<file path="src/rtl/master_bus_arbiter_pkg.sv">
// rtl/master_bus_arbiter_pkg.sv - arbitration policy/state types and index helper
package BusArb;

  typedef enum logic {
    ARB_FIXED       = 1'b0,
    ARB_ROUND_ROBIN = 1'b1
  } arb_mode_t;

  typedef enum logic {
    ARB_IDLE    = 1'b0,
    ARB_GRANTED = 1'b1
  } arb_state_t;

  // Modulo-n increment of a port index
  function automatic int next_idx(input int idx, input int n);
    return (idx + 1 >= n) ? 0 : idx + 1;
  endfunction

endpackage

</file>
<file path="src/rtl/memory_bus_pkg.sv">
// rtl/memory_bus_pkg.sv - memory bus command/result types shared by masters and slaves
package MemoryBus;

  typedef struct packed {
    logic [31:0] address;
    logic [31:0] write_data;
    logic [3:0]  byte_en;
    logic        mem_read;
    logic        mem_write;
  } Cmd;

  typedef struct packed {
    logic [31:0] read_data;
  } Result;

endpackage

</file>
<file path="src/rtl/master_bus_arbiter_picker.sv">
// rtl/master_bus_arbiter_picker.sv - combinational fixed/round-robin winner picker
module arb_picker
  import BusArb::*;
#(
  parameter int N  = 3,
  parameter int IW = 2
) (
  input  logic [N-1:0]  req_i,
  input  logic [IW-1:0] base_i,
  input  logic [IW-1:0] excl_i,
  input  logic          excl_en_i,
  input  arb_mode_t     mode_i,
  output logic [IW-1:0] winner_o,
  output logic          valid_o
);

  logic [N-1:0] cand;
  logic         found;
  int           j;

  // Mask out the excluded port, then scan either from index 0 or from base with wrap
  always_comb begin
    cand     = req_i;
    found    = 1'b0;
    j        = 0;
    winner_o = '0;
    if (excl_en_i) begin
      cand = req_i & ~({{(N-1){1'b0}}, 1'b1} << excl_i);
    end
    valid_o = |cand;
    if (mode_i == ARB_FIXED) begin
      // Descending scan so the lowest requesting index is the last written
      for (int i = N - 1; i >= 0; i--) begin
        if (cand[i]) begin
          winner_o = IW'(i);
        end
      end
    end else begin
      for (int k = 0; k < N; k++) begin
        j = int'(base_i) + k;
        if (j >= N) begin
          j = j - N;
        end
        if (!found && cand[j]) begin
          winner_o = IW'(j);
          found    = 1'b1;
        end
      end
    end
  end

endmodule

</file>
<file path="src/rtl/master_bus_arbiter.sv">
// rtl/master_bus_arbiter.sv - N-master registered-grant arbiter onto one memory bus port
module master_bus_arbiter
  import BusArb::*;
#(
  parameter int        NUM_MASTERS = 3,
  parameter arb_mode_t MODE        = ARB_ROUND_ROBIN,
  parameter int        MAX_HOLD    = 16
) (
  input  logic                                 clk,
  input  logic                                 rst,
  input  MemoryBus::Cmd    [NUM_MASTERS-1:0]   m_cmd,
  output MemoryBus::Result [NUM_MASTERS-1:0]   m_result,
  output logic             [NUM_MASTERS-1:0]   m_wait,
  output MemoryBus::Cmd                        s_cmd,
  input  MemoryBus::Result                     s_result,
  output logic             [NUM_MASTERS-1:0]   grant_o
);

  localparam int IW = (NUM_MASTERS > 1) ? $clog2(NUM_MASTERS) : 1;
  localparam int HW = (MAX_HOLD > 1) ? $clog2(MAX_HOLD) : 1;
  localparam logic [HW-1:0] HOLD_LAST    = HW'((MAX_HOLD > 0) ? MAX_HOLD - 1 : 0);
  localparam logic [IW-1:0] LAST_IDX_RST = IW'(NUM_MASTERS - 1);

  arb_state_t             state_q, state_d;
  logic [IW-1:0]          gnt_idx_q, gnt_idx_d;
  logic [IW-1:0]          last_idx_q, last_idx_d;
  logic [HW-1:0]          hold_cnt_q, hold_cnt_d;

  logic [NUM_MASTERS-1:0] req;
  logic [NUM_MASTERS-1:0] gnt_onehot;
  logic                   granted;
  logic                   holder_req;
  logic                   hold_expired;
  logic [IW-1:0]          pick_base;
  logic [IW-1:0]          pick_idx;
  logic                   pick_valid;

  // A master requests whenever it asks for a read or a write
  always_comb begin
    req = '0;
    for (int i = 0; i < NUM_MASTERS; i++) begin
      req[i] = m_cmd[i].mem_read | m_cmd[i].mem_write;
    end
  end

  // Decode current holder; while granted the picker always excludes the holder and
  // scans from just after it, which serves both release and forced rotation
  always_comb begin
    granted      = (state_q == ARB_GRANTED);
    gnt_onehot   = {{(NUM_MASTERS-1){1'b0}}, 1'b1} << gnt_idx_q;
    holder_req   = |(req & gnt_onehot);
    hold_expired = (MAX_HOLD > 0) && (hold_cnt_q == HOLD_LAST);
    pick_base    = IW'(next_idx(granted ? int'(gnt_idx_q) : int'(last_idx_q), NUM_MASTERS));
  end

  arb_picker #(
    .N  (NUM_MASTERS),
    .IW (IW)
  ) u_picker (
    .req_i     (req),
    .base_i    (pick_base),
    .excl_i    (gnt_idx_q),
    .excl_en_i (granted),
    .mode_i    (MODE),
    .winner_o  (pick_idx),
    .valid_o   (pick_valid)
  );

  // Grant, release and hold-limit rotation decisions
  always_comb begin
    state_d    = state_q;
    gnt_idx_d  = gnt_idx_q;
    last_idx_d = last_idx_q;
    hold_cnt_d = hold_cnt_q;
    case (state_q)
      ARB_IDLE: begin
        if (pick_valid) begin
          state_d    = ARB_GRANTED;
          gnt_idx_d  = pick_idx;
          hold_cnt_d = '0;
        end
      end
      ARB_GRANTED: begin
        if (!holder_req) begin
          last_idx_d = gnt_idx_q;
          hold_cnt_d = '0;
          if (pick_valid) begin
            gnt_idx_d = pick_idx;
          end else begin
            state_d = ARB_IDLE;
          end
        end else if (hold_expired) begin
          // Without competitors the holder simply starts a fresh hold window
          hold_cnt_d = '0;
          if (pick_valid) begin
            last_idx_d = gnt_idx_q;
            gnt_idx_d  = pick_idx;
          end
        end else if (hold_cnt_q != '1) begin
          hold_cnt_d = hold_cnt_q + 1'b1;
        end
      end
      default: begin
        state_d = ARB_IDLE;
      end
    endcase
  end

  // Arbiter state registers
  always_ff @(posedge clk or negedge rst) begin
    if (!rst) begin
      state_q    <= ARB_IDLE;
      gnt_idx_q  <= '0;
      last_idx_q <= LAST_IDX_RST;
      hold_cnt_q <= '0;
    end else begin
      state_q    <= state_d;
      gnt_idx_q  <= gnt_idx_d;
      last_idx_q <= last_idx_d;
      hold_cnt_q <= hold_cnt_d;
    end
  end

  // Route the holder onto the common bus and its result back; everyone else sees zero
  always_comb begin
    grant_o  = granted ? gnt_onehot : '0;
    s_cmd    = granted ? m_cmd[gnt_idx_q] : '0;
    m_result = '0;
    m_wait   = '0;
    for (int i = 0; i < NUM_MASTERS; i++) begin
      m_wait[i] = req[i];
      if (granted && (gnt_idx_q == IW'(i))) begin
        m_result[i] = s_result;
        m_wait[i]   = 1'b0;
      end
    end
  end

endmodule

</file>
<file path="config.mk">
export PLATFORM = sky130hd
export DESIGN_NAME = master_bus_arbiter
export DESIGN_NICKNAME = d
export VERILOG_FILES = /design/src/rtl/master_bus_arbiter_pkg.sv /design/src/rtl/memory_bus_pkg.sv /design/src/rtl/master_bus_arbiter_picker.sv /design/src/rtl/master_bus_arbiter.sv
export SDC_FILE = /design/constraint.sdc
export NUM_CORES = 1
export LEC_CHECK = 0
export CAP_MARGIN = 5
export CORE_AREA = 2 2 161 163
export CTS_BUF_LIST = sky130_fd_sc_hd__clkbuf_4 sky130_fd_sc_hd__clkbuf_8 sky130_fd_sc_hd__clkbuf_16
export CTS_CLUSTER_SIZE = 16
export DETAILED_ROUTE_END_ITERATION = 12
export DIE_AREA = 0 0 163 165
export PLACE_DENSITY = 0.49
export SLEW_MARGIN = 0
export SYNTH_ARGS = -nofsm -noshare
export SYNTH_HDL_FRONTEND = slang
export SYNTH_SLANG_ARGS = --single-unit
export TNS_END_PERCENT = 20
</file>
<file path="constraint.sdc">
create_clock -name clk -period 4 [get_ports clk]
set_input_delay 0.8 -clock clk [delete_from_list [all_inputs] [get_ports clk]]
set_output_delay 0.8 -clock clk [all_outputs]
set_load 0.01 [all_outputs]
</file>
---- Word level (Yosys, flattened, before mapping) ----
Index checks and enable logic that the tools add are counted.
storage, ports and cells
  register bits ........................... 9
  input port bits ......................... 244
  output and inout bits ................... 172
operators by class
  $add $sub $neg .......................... 7
  magnitude comparators ................... 8
  equality and inequality tests ........... 9
  shifts and indexed selects .............. 1
  muxes and demuxes ....................... 45
  bitwise operators ....................... 7
  reduce and logical (&&, ||, !) cells .... 12
operators by type and width
  operator                                                             number
  2-to-1 mux 32 bit                                                    6
  binary-select mux 70 bit (select 2 bit)                              1
  2-to-1 mux 70 bit                                                    2
  less-than comparator 32 x 4 -> 1 bit (second input constant)         3
  greater-or-equal comparator 32 x 3 -> 1 bit (second input constant)  2
  subtractor 32 x 3 -> 32 bit (second input constant)                  2
  2-to-1 mux 2 bit                                                     11
  2-to-1 mux 4 bit                                                     4
  2-to-1 mux 1 bit                                                     13
  one-hot mux 4 bit (2 select lines)                                   1
  adder 2 x 1 -> 3 bit (second input constant)                         2
  bitwise AND 3 bit                                                    2
  binary-select mux 1 bit (select 2 bit)                               3
  2-to-1 mux 3 bit                                                     2
  OR reduction 3 bit                                                   2
  logical AND 1 bit                                                    5
  adder 4 x 1 -> 4 bit (second input constant)                         1
  equality test 4 bit (second input constant)                          1
  != test 2 x 1 -> 1 bit (second input constant)                       2
  != test 4 x 2 -> 1 bit (second input constant)                       1
  != test 4 bit (second input constant)                                1
  one-hot mux 2 bit (2 select lines)                                   1
  adder 2 x 2 -> 3 bit (second input constant)                         1
  greater-or-equal comparator 3 x 2 -> 1 bit (second input constant)   1
  other kinds (16)                                                     19

---- Logic depth before layout (Yosys ltp) ----
Gate-level depths: netlist of run 1.
  depth in word-level cells ............... 20
  gate-level depth with buffers ........... 8
  depth with buffers taken out ............ 6

---- Hierarchy ----
Synthesis of run 1 repeated with hierarchy kept, for this count alone.
second synthesis, totals
  cell total of the unflattened synthesis .. 523
  area total of the unflattened synthesis .. 3,200.6 um^2
modules (own cells, without submodules)
  module              times used  cells an instance  area an instance (um^2)  sequential area each (um^2)
  master_bus_arbiter  1           487                2,934.1                  226.5
  arb_picker          1           36                 266.5                    0.0

---- Least setup slack after synthesis of run 1 ----
OpenSTA, ideal clock, no wires.
  path kind ............................... register to output
  from .................................... register gnt_idx_q[0]
  to ...................................... output port s_cmd[41] (netlist bit)
  arrival time ............................ 1.524 ns
  required time ........................... 3.200 ns
  path slack .............................. 1.676 ns
  stages on the path, launching flop included .. 8
  buffers on the path ..................... 3
  cells stage by stage .................... dfrtp_1 buf_2 nor2b_1 clkbuf_1 buf_1 nand2_1 o21ai_0 and2_1
RTL lines
  element                   RTL line                   RTL
  start: declaration        master_bus_arbiter.sv:25   logic [IW-1:0] gnt_idx_q, gnt_idx_d;
  start signal: assignment  master_bus_arbiter.sv:118  gnt_idx_q <= gnt_idx_d;
  end: declaration          master_bus_arbiter.sv:14   output MemoryBus::Cmd s_cmd,

==> results of run 1 <==
-- worst max-delay path, cell delays in order, from the launching register on --
cell and delay (ns):
dfrtp_2 0.65, nor2b_4 0.26, buf_12 0.39, nand2_1 0.10
o21ai_0 0.10, and2_1 0.15, clkdlybuf4s50_1 0.54
-- report_power, final --
part           switching (uW)  leakage, uW  internal [uW]
clock                    45.9    0.0000409            132
sequential                125     0.000107            133
combinational            1630      0.00286           2120
-- synth_stat cells, drive strengths merged, types with 2 or more instances --
cell    number  area [um2]
inv          3        11.3
mux2i       71         711
nor3b        2        15.0
dfrtp        8         200
or2          3        18.8
and2       134         838
nand3b       2        27.5
buf         11        61.3
nor2b        5        31.3
clkbuf      36         135
o21ai       70         358
and3        34         213
nor2         8        32.5
a21o         3        22.5
a21oi        3        15.0
nand2       70         263
or3          2        17.5
nor3         3        15.0
o22ai        4        25.0
a22oi        2        15.0
mux2         4        45.0
or3b         2        20.0
-- flip-flops by register name, summed over array words and instances, names as in the netlist --
name and count:
gnt_idx_q 2, granted 1, hold_cnt_q 4, last_idx_q 2
-- how the worst max path moves through the flow --
stage          cells after the start                startpoint  slack [ns]         to
3_5_place_dp                       6                 m_cmd[70]        0.77   s_cmd[0]
6_report                           6  gnt_idx_q[1]$_DFFE_PN0P_        0.70  s_cmd[54]
4_1_cts                            5  gnt_idx_q[0]$_DFFE_PN0P_        0.64  s_cmd[49]
2_1_floorplan                      7  gnt_idx_q[0]$_DFFE_PN0P_        1.68  s_cmd[41]
3_3_place_gp                       6                 m_cmd[70]        0.76   s_cmd[0]
5_1_grt                            6  gnt_idx_q[1]$_DFFE_PN0P_        0.52  s_cmd[42]
-- logic make-up after synthesis --
logic type	Yosys count
buffers and inverters	51
adders and majority gates	1
DFF	9
muxes	75
and+or+nand+nor	267
AOI/OAI and AO/OA	89
-- layout make-up --
cell class	instances	area [um2]	share of cell area, %
multi-input combinational	432	2790	35.9
tap	330	413	5.32
clock inverter	1	5.00	0.0645
sequential	9	235	3.03
inverter	4	20.0	0.258
clock buffer	3	75.1	0.967
timing repair buffer	420	4230	54.5
-- stage by stage --
stage	cells	area, um2	setup slack, ns	power, uW	util (%)
5_1_grt	1199	7760	0.523	4510	31.0
3_3_place_gp	1195	7680	0.757	4080	30.7
6_report	1199	7760	0.701	4190	31.0
2_1_floorplan	492	3220	1.68	2030	-
3_5_place_dp	1195	7680	0.773	4030	30.7
4_1_cts	1199	7760	0.644	4240	31.0
-- routing by layer --
layer | share of wire [%] | vias to the layer above
met5 | 0 | -
met4 | 0.65 | 0
met3 | 8.5 | 6
met2 | 49 | 219
met1 | 42 | 2124
li1 | - | 2422
==> reports/summary.md, run 1 <==
The flow ran to the end, and the final reports show no timing, DRC or antenna violations. The overall die width came out at 163 um. Global routing used 3.62% of the available met3 tracks. The relative area change from synthesis to final layout is 141%, and the global-route usage over all layers is 13.6%. In this run, post-CTS hold repair placed 0 buffers. After synthesis the netlist holds a flip-flop and latch count of 9. Static timing analysis puts the maximum clock frequency at 303 MHz. The vias per cell was 3.98; the H-tree level count was 1. The path type of the worst min-delay path was reg -> reg. Y dimension of the die: 165 um.

The launch point of the worst reg-to-reg path is gnt_idx_q[1]$_DFFE_PN0P_. The final critical path takes up 82.5% of the cycle. For the slack of the worst reg-to-reg path, the log shows 1.45 ns. Summed over all layers, the global routing overflow is 0.

Of the total synthesized cell area, the portion taken by full adders, half adders and majority gates is 0.388%. The boundary pin count is 416, and the CTS sink count is 9. The number of global-route vias before repair is 4812.

The met2 demand-to-capacity share in global routing came out at 24.0%. In the layout the commonest cells are clkdlybuf4s50_1 (415), and2_1 (134), mux2i_1 (71). On the final layout, the worst clock skew is 0.00154 ns. The post-synth net total is 737, and the effective utilization at floorplan is 12.9%. The pre-antenna-repair detailed-routing pass consisted of 4 iterations.

Post-CTS timing repair inserted 0 buffers for setup. Along the worst path, the maximum fanout reaches 103. The worst setup path is captured at an output pin. The simple-gate share of the synthesized area is 46.6%, and the final setup TNS is 0 ns.

The first global-routing pass estimated 28800 um of wire. For the HPWL after detailed placement, the log shows 15200 um. The number of diodes was 0. Max-cap violations in this run came to 0.

For the cell count after synthesis, the log shows 492. The routed layout has 4771 vias. Number of setup violations in the final report: 0. The detailed router finished its first iteration with 213 violations. After floorplanning, the core was sized to cover 25000 um2.

Subtracting the final worst setup slack from the clock period gives 3.30 ns. The global routing's busiest layer was met2. The number of buffers on the longest clock path is 2. In the synthesized netlist, mux cells make up 23.5% of the area.

The run gives 19800 um as the detailed-route wire length. Across all hold checks on the routed design, the worst slack comes to 0.527 ns. Clock tree synthesis selected as its root buffer the cell clkbuf_16.

Of the total synthesized cell area, the portion taken by XOR and XNOR cells is 0%. The tools report the number of different library cells in the post-synthesis netlist as 41. The worst-case IR drop observed on VDD is 0.265 mV. Yosys mapped a number of flops with a built-in enable equal to 0. The fraction of final layout cells sized beyond drive strength 1 was 2.88%. The length in cells of the worst reg-to-reg path is 6, and the fraction of met1 tracks used by global routing is 17.1%. By area, the combinational part of the netlist is dominated by simple AND/OR/NAND/NOR gates. Summing every instance area after synthesis gives 3220 um2. The number of gates given a new drive strength after cts came out at 0. The number of antenna violations at the first check in global routing is 0, and the post-detailed-route DRC marker count is 0. The hold violation count in the final report came out at 0. The tools report the kind of start point of the critical path as a flop. The transition at the pin with the smallest max-transition slack works out to 0.536 ns. The hold-critical path depth is 1, and the average routed wire per standard cell is 16.5 um. Setup repair after global routing left no endpoint under its margin. The number of clock buffers added by TritonCTS is 3. The tools report the end point of the most critical hold path as hold_cnt_q[3]$_DFFE_PN0P_.

For the count of nets after finishing, the log shows 1115. The tools report the max-slew headroom at the worst pin as 64.3%. The number of port buffers is 415, and the count of antenna-violating nets left after detailed routing is 0. The power per unit of standard cell area came out at 539 nW/um2.

Summed over all cells, the static leakage comes to 0.00301 uW. Among all flip-flop cells after synthesis, the most frequent one is dfrtp_1. The worst reg2reg path endpoint was last_idx_q[0]$_DFFE_PN0P_. The run gives 7.03% as the sequential share of the synthesized area. Summing the areas of all compound-gate instances in the mapped netlist gives 15.8% of the synthesized area. The clock reaches the later pin of the worst-skew pair after 0.24 ns.

The max-slew violation count came out at 0. The yosys synthesis warning count was 0. The final-layout fill cell count was 2698.

The final estimated routing congestion in global placement was 0.823. In this run the mean area of a mapped cell was 6.55 um2. The logs give 2.50 ns for the data arrival at the endpoint of the critical path and 3.20 ns for the worst path required time. The kind of critical path was reg -> out.

Share of synthesized registers carrying an async set or reset: 100%. The full die area is 26900 um2. The most frequent standard cell in the layout excluding fill and tap cells was clkdlybuf4s50_1.

The floorplan has 58 rows. Entering global routing, the biggest net connects 113 pins. TritonCTS built the clock tree. The startpoint identified for the worst hold timing path is hold_cnt_q[3]$_DFFE_PN0P_. The clock-pin slew reported for the worst setup and hold paths after clock tree synthesis was 0.04 ns.
Note: power is estimated with default switching activity, not from simulation.
==> run 2: changes to the inputs <==
--- a/config.mk
+++ b/config.mk
@@ -6,11 +6,11 @@
 export NUM_CORES = 1
 export LEC_CHECK = 0
 export CAP_MARGIN = 5
-export CORE_AREA = 2 2 161 163
+export CORE_AREA = 2 2 162 164
 export CTS_BUF_LIST = sky130_fd_sc_hd__clkbuf_4 sky130_fd_sc_hd__clkbuf_8 sky130_fd_sc_hd__clkbuf_16
 export CTS_CLUSTER_SIZE = 16
 export DETAILED_ROUTE_END_ITERATION = 12
-export DIE_AREA = 0 0 163 165
+export DIE_AREA = 0 0 164 166
 export PLACE_DENSITY = 0.49
 export SLEW_MARGIN = 0
 export SYNTH_ARGS = -nofsm -noshare
==> constraint.sdc (replaced) <==
create_clock -name clk -period 3.2 [get_ports clk]
set_input_delay 0.64 -clock clk [delete_from_list [all_inputs] [get_ports clk]]
set_output_delay 0.64 -clock clk [all_outputs]
set_load 0.01 [all_outputs]
==> run 2 against run 1 <==
Clock skew up 0.0020 ns. Worst hold slack got worse by 0.019 ns. Sequential cell count unchanged. Critical endpoint is now s_cmd[37]. Non-clock buffer count up 7. Final cell count rose by 1.1%. Largest cell class unchanged. Wire length fell by 0.21%. Via count grew 1.9%.
==> reports/summary.md, run 2 (synthesis results as in run 1) <==
The number of DRC markers in iteration 0 was 152 (-29%). The boundary pin count is 416 (unchanged). The worst hold path begins at hold_cnt_q[3]$_DFFE_PN0P_. The run gives 0 (unchanged) as the max-slew violation count.

The vias per cell is 4.01 (+0.77%). hold_cnt_q holds more flip-flops than any other register. The run gives 0.24 ns (about the same) as the clock latency of the later-clocked register in the worst-skew pair. For the clock skew, the log shows 0.00356 ns (+0.00202 ns).

The length in cells of the worst reg-to-reg path is 6 (unchanged). The average routed wire per standard cell works out to 16.3 um (-1.3%). The global-route wire length before repair came out at 29600 um (+2.9%). The tools report the slack of the worst reg-to-reg path as 0.92 ns (-0.53 ns). The tools report the worst reg2reg path endpoint as gnt_idx_q[0]$_DFFE_PN0P_. The run gives 30.5% (-0.46 points) as the utilization of the core after routing. The run gives 9 (unchanged) as the CTS sink count. The full die area is 27200 um2 (+1.2%). The count of vias placed by the detailed router was 4860 (+1.9%); the least setup slack across all paths after layout was 0.229 ns (-0.472 ns). Setup repair after global routing left no endpoint under its margin. The run gives 1 (unchanged) as the H-tree level count.

The final setup TNS was 0 ns (unchanged); the number of port buffers was 415 (unchanged). The row count is 59 (+1.7%). The kind of start point of the critical path was a flop. The tools report the largest net degree at the start of global routing as 64 (-43%).

Hold buffer count at cts: 0 (unchanged). The max-slew headroom at the worst pin was 58.4% (-5.9 points). Number of setup violations in the final report: 0 (unchanged). The logs give 1 (+1) for the number of antenna violations at the first check in global routing and 1122 (+0.63%) for the count of nets after finishing. The worst-path cell with the longest stage delay was dfrtp_4. The relative area change from synthesis to final layout is 143%, and the core footprint is 25600 um2 (+2.3%).

Pre-CTS setup slack: 0.245 ns (-0.528 ns). The worst hold path belongs to the class reg -> reg. The worst path uses 92.8% of the clock period. The final-layout fill cell count was 2747 (+1.8%); the power per unit of standard cell area was 677 nW/um2 (+26%).

The number of optimization iterations in the first detailed-route pass came out at 4 (unchanged). STA classifies the critical path endpoint as an output pin. The data arrival at the endpoint of the critical path is 2.33 ns (-0.17 ns). The largest fanout on the critical path was 27 (-74%); the clock-pin slew reported for the worst setup and hold paths after clock tree synthesis was 0.04 ns (about the same). The overall die width is 164 um (+0.61%), and the worst path required time is 2.56 ns (-0.64 ns). The run finished with clean final reports. The run gives 0 (unchanged) as the count of antenna-violating nets left after detailed routing. The number of global-route vias before repair was 5064 (+5.2%); the cell count after placement was 1207 (+1.0%). The fraction of final layout cells sized beyond drive strength 1 was 3.65% (+0.78 points). The effective utilization at floorplan was 12.6% (-0.29 points). In this run the critical register-to-register path is launched from gnt_idx_q[0]$_DFFE_PN0P_.

The buffers inserted during post-CTS setup optimization was 0 (unchanged). For the final estimated routing congestion in global placement, the log shows 0.801 (-2.7%). The tools report the HPWL after detailed placement as 15700 um (+3.4%).

The hold-critical path depth was 1 (unchanged). The run gives 0 (unchanged) as the number of gates given a new drive strength after cts. The logs give 13.8% (+0.14 points) for the global-route usage over all layers and 337 MHz for the timing-limited maximum frequency. The tools report the total of max-cap violations as 0 (unchanged). The kind of critical path was reg -> out. The top cell types in the final layout, fill and taps aside, are clkdlybuf4s50_1 (415), and2_1 (134), mux2i_1 (71).

The largest registers in the layout are hold_cnt_q x4, gnt_idx_q x2, last_idx_q x2. TritonCTS built the clock tree. Y dimension of the die: 166 um (+0.61%). The signal on the critical path passes through buf_4 -> mux2i_1 -> o21ai_0 -> and2_1 -> clkdlybuf4s50_1. Buffer type at the clock tree root: clkbuf_16. The logs give 0 (unchanged) for the hold violation count in the final report and 3 (unchanged) for the number of clock buffers inserted by TritonCTS. The post-route non-filler standard cell count is 1212 (+1.1%).

The tools report the end point of the most critical hold path as hold_cnt_q[3]$_DFFE_PN0P_. Largest incremental delay on the critical path: 0.58 ns (-0.07 ns). Transition at the pin with the smallest max-transition slack: 0.625 ns (+0.0884 ns). The number of buffers on the longest clock path came out at 2 (unchanged).

The tools report the detailed-route wire length as 19700 um (-0.21%). After layout, the minimum clock period comes to 2.97 ns. The post-detailed-route DRC marker count is 0 (unchanged).

The most frequent standard cell in the layout excluding fill and tap cells was clkdlybuf4s50_1. The leakage power of the design came out at 0.00304 uW (+1.0%). The number of flip-flops in the largest register was 4 (unchanged). For the overall overflow remaining after global route, the log shows 0 (unchanged).

The maximum ir drop on the vdd rail came out at 0.332 mV (+25%).
## run 2: cell count changes in the layout (fill, tap and decap cells not counted), sizes merged
cell / delta
diode: +1
buf: +7
clkinv: -1
clkbuf: +1
## run 2: power by group
| part | switching, uW | internal (uW) |
|---|---|---|
| sequential | 103 | 167 |
| clock | 55.0 | 175 |
| combinational | 2090 | 2700 |
| total | 2250 | 3050 |
## run 2: how the worst max path moves through the flow
stage	start	to	slack, ns	cells past startpoint
final	gnt_idx_q[0]$_DFFE_PN0P_	s_cmd[37]	0.23	5
after global routing	gnt_idx_q[0]$_DFFE_PN0P_	s_cmd[38]	0.008	5
after CTS	gnt_idx_q[0]$_DFFE_PN0P_	s_cmd[38]	0.19	5
after detailed placement	m_cmd[71]	s_cmd[1]	0.24	6
after global placement	m_cmd[71]	s_cmd[1]	0.24	6
after floorplan	gnt_idx_q[0]$_DFFE_PN0P_	s_cmd[41]	1.04	7
## run 2: critical path: cells and delay by family, from the launching register on
| kind | cells | cell delay (ns) |
|---|---|---|
| buffers and inverters | 2 | 0.97 |
| DFF | 1 | 0.58 |
| muxes | 1 | 0.25 |
| and+or+nand+nor | 1 | 0.17 |
| AOI/OAI and AO/OA | 1 | 0.09 |
## run 2: metal layers
metal	wire [um]	up-vias	global-route usage [%]
met5	0	-	0
met4	344	0	3.24
met3	1560	15	3.02
met2	9800	220	24.6
met1	8020	2191	16.6
li1	-	2434	-
## run 2: cell type report
class	count	area [um2]	share of cell area [%]
diodes	1	2.50	0.0320
flip-flops and latches	9	233	2.97
inverters	4	20.0	0.256
clock buffers	4	82.6	1.06
well taps	335	419	5.36
repair buffers	427	4280	54.7
multi-input cells	432	2790	35.6
## run 2: per-stage QoR
stage / power (uW) / cell area, um2 / hold WS, ns
after floorplan: 2540 / 3220 / 0.344
after global placement: 5160 / 7740 / 0.494
after detailed placement: 5100 / 7740 / 0.498
after CTS: 5370 / 7820 / 0.509
after global routing: 5720 / 7830 / 0.543
final: 5300 / 7830 / 0.508
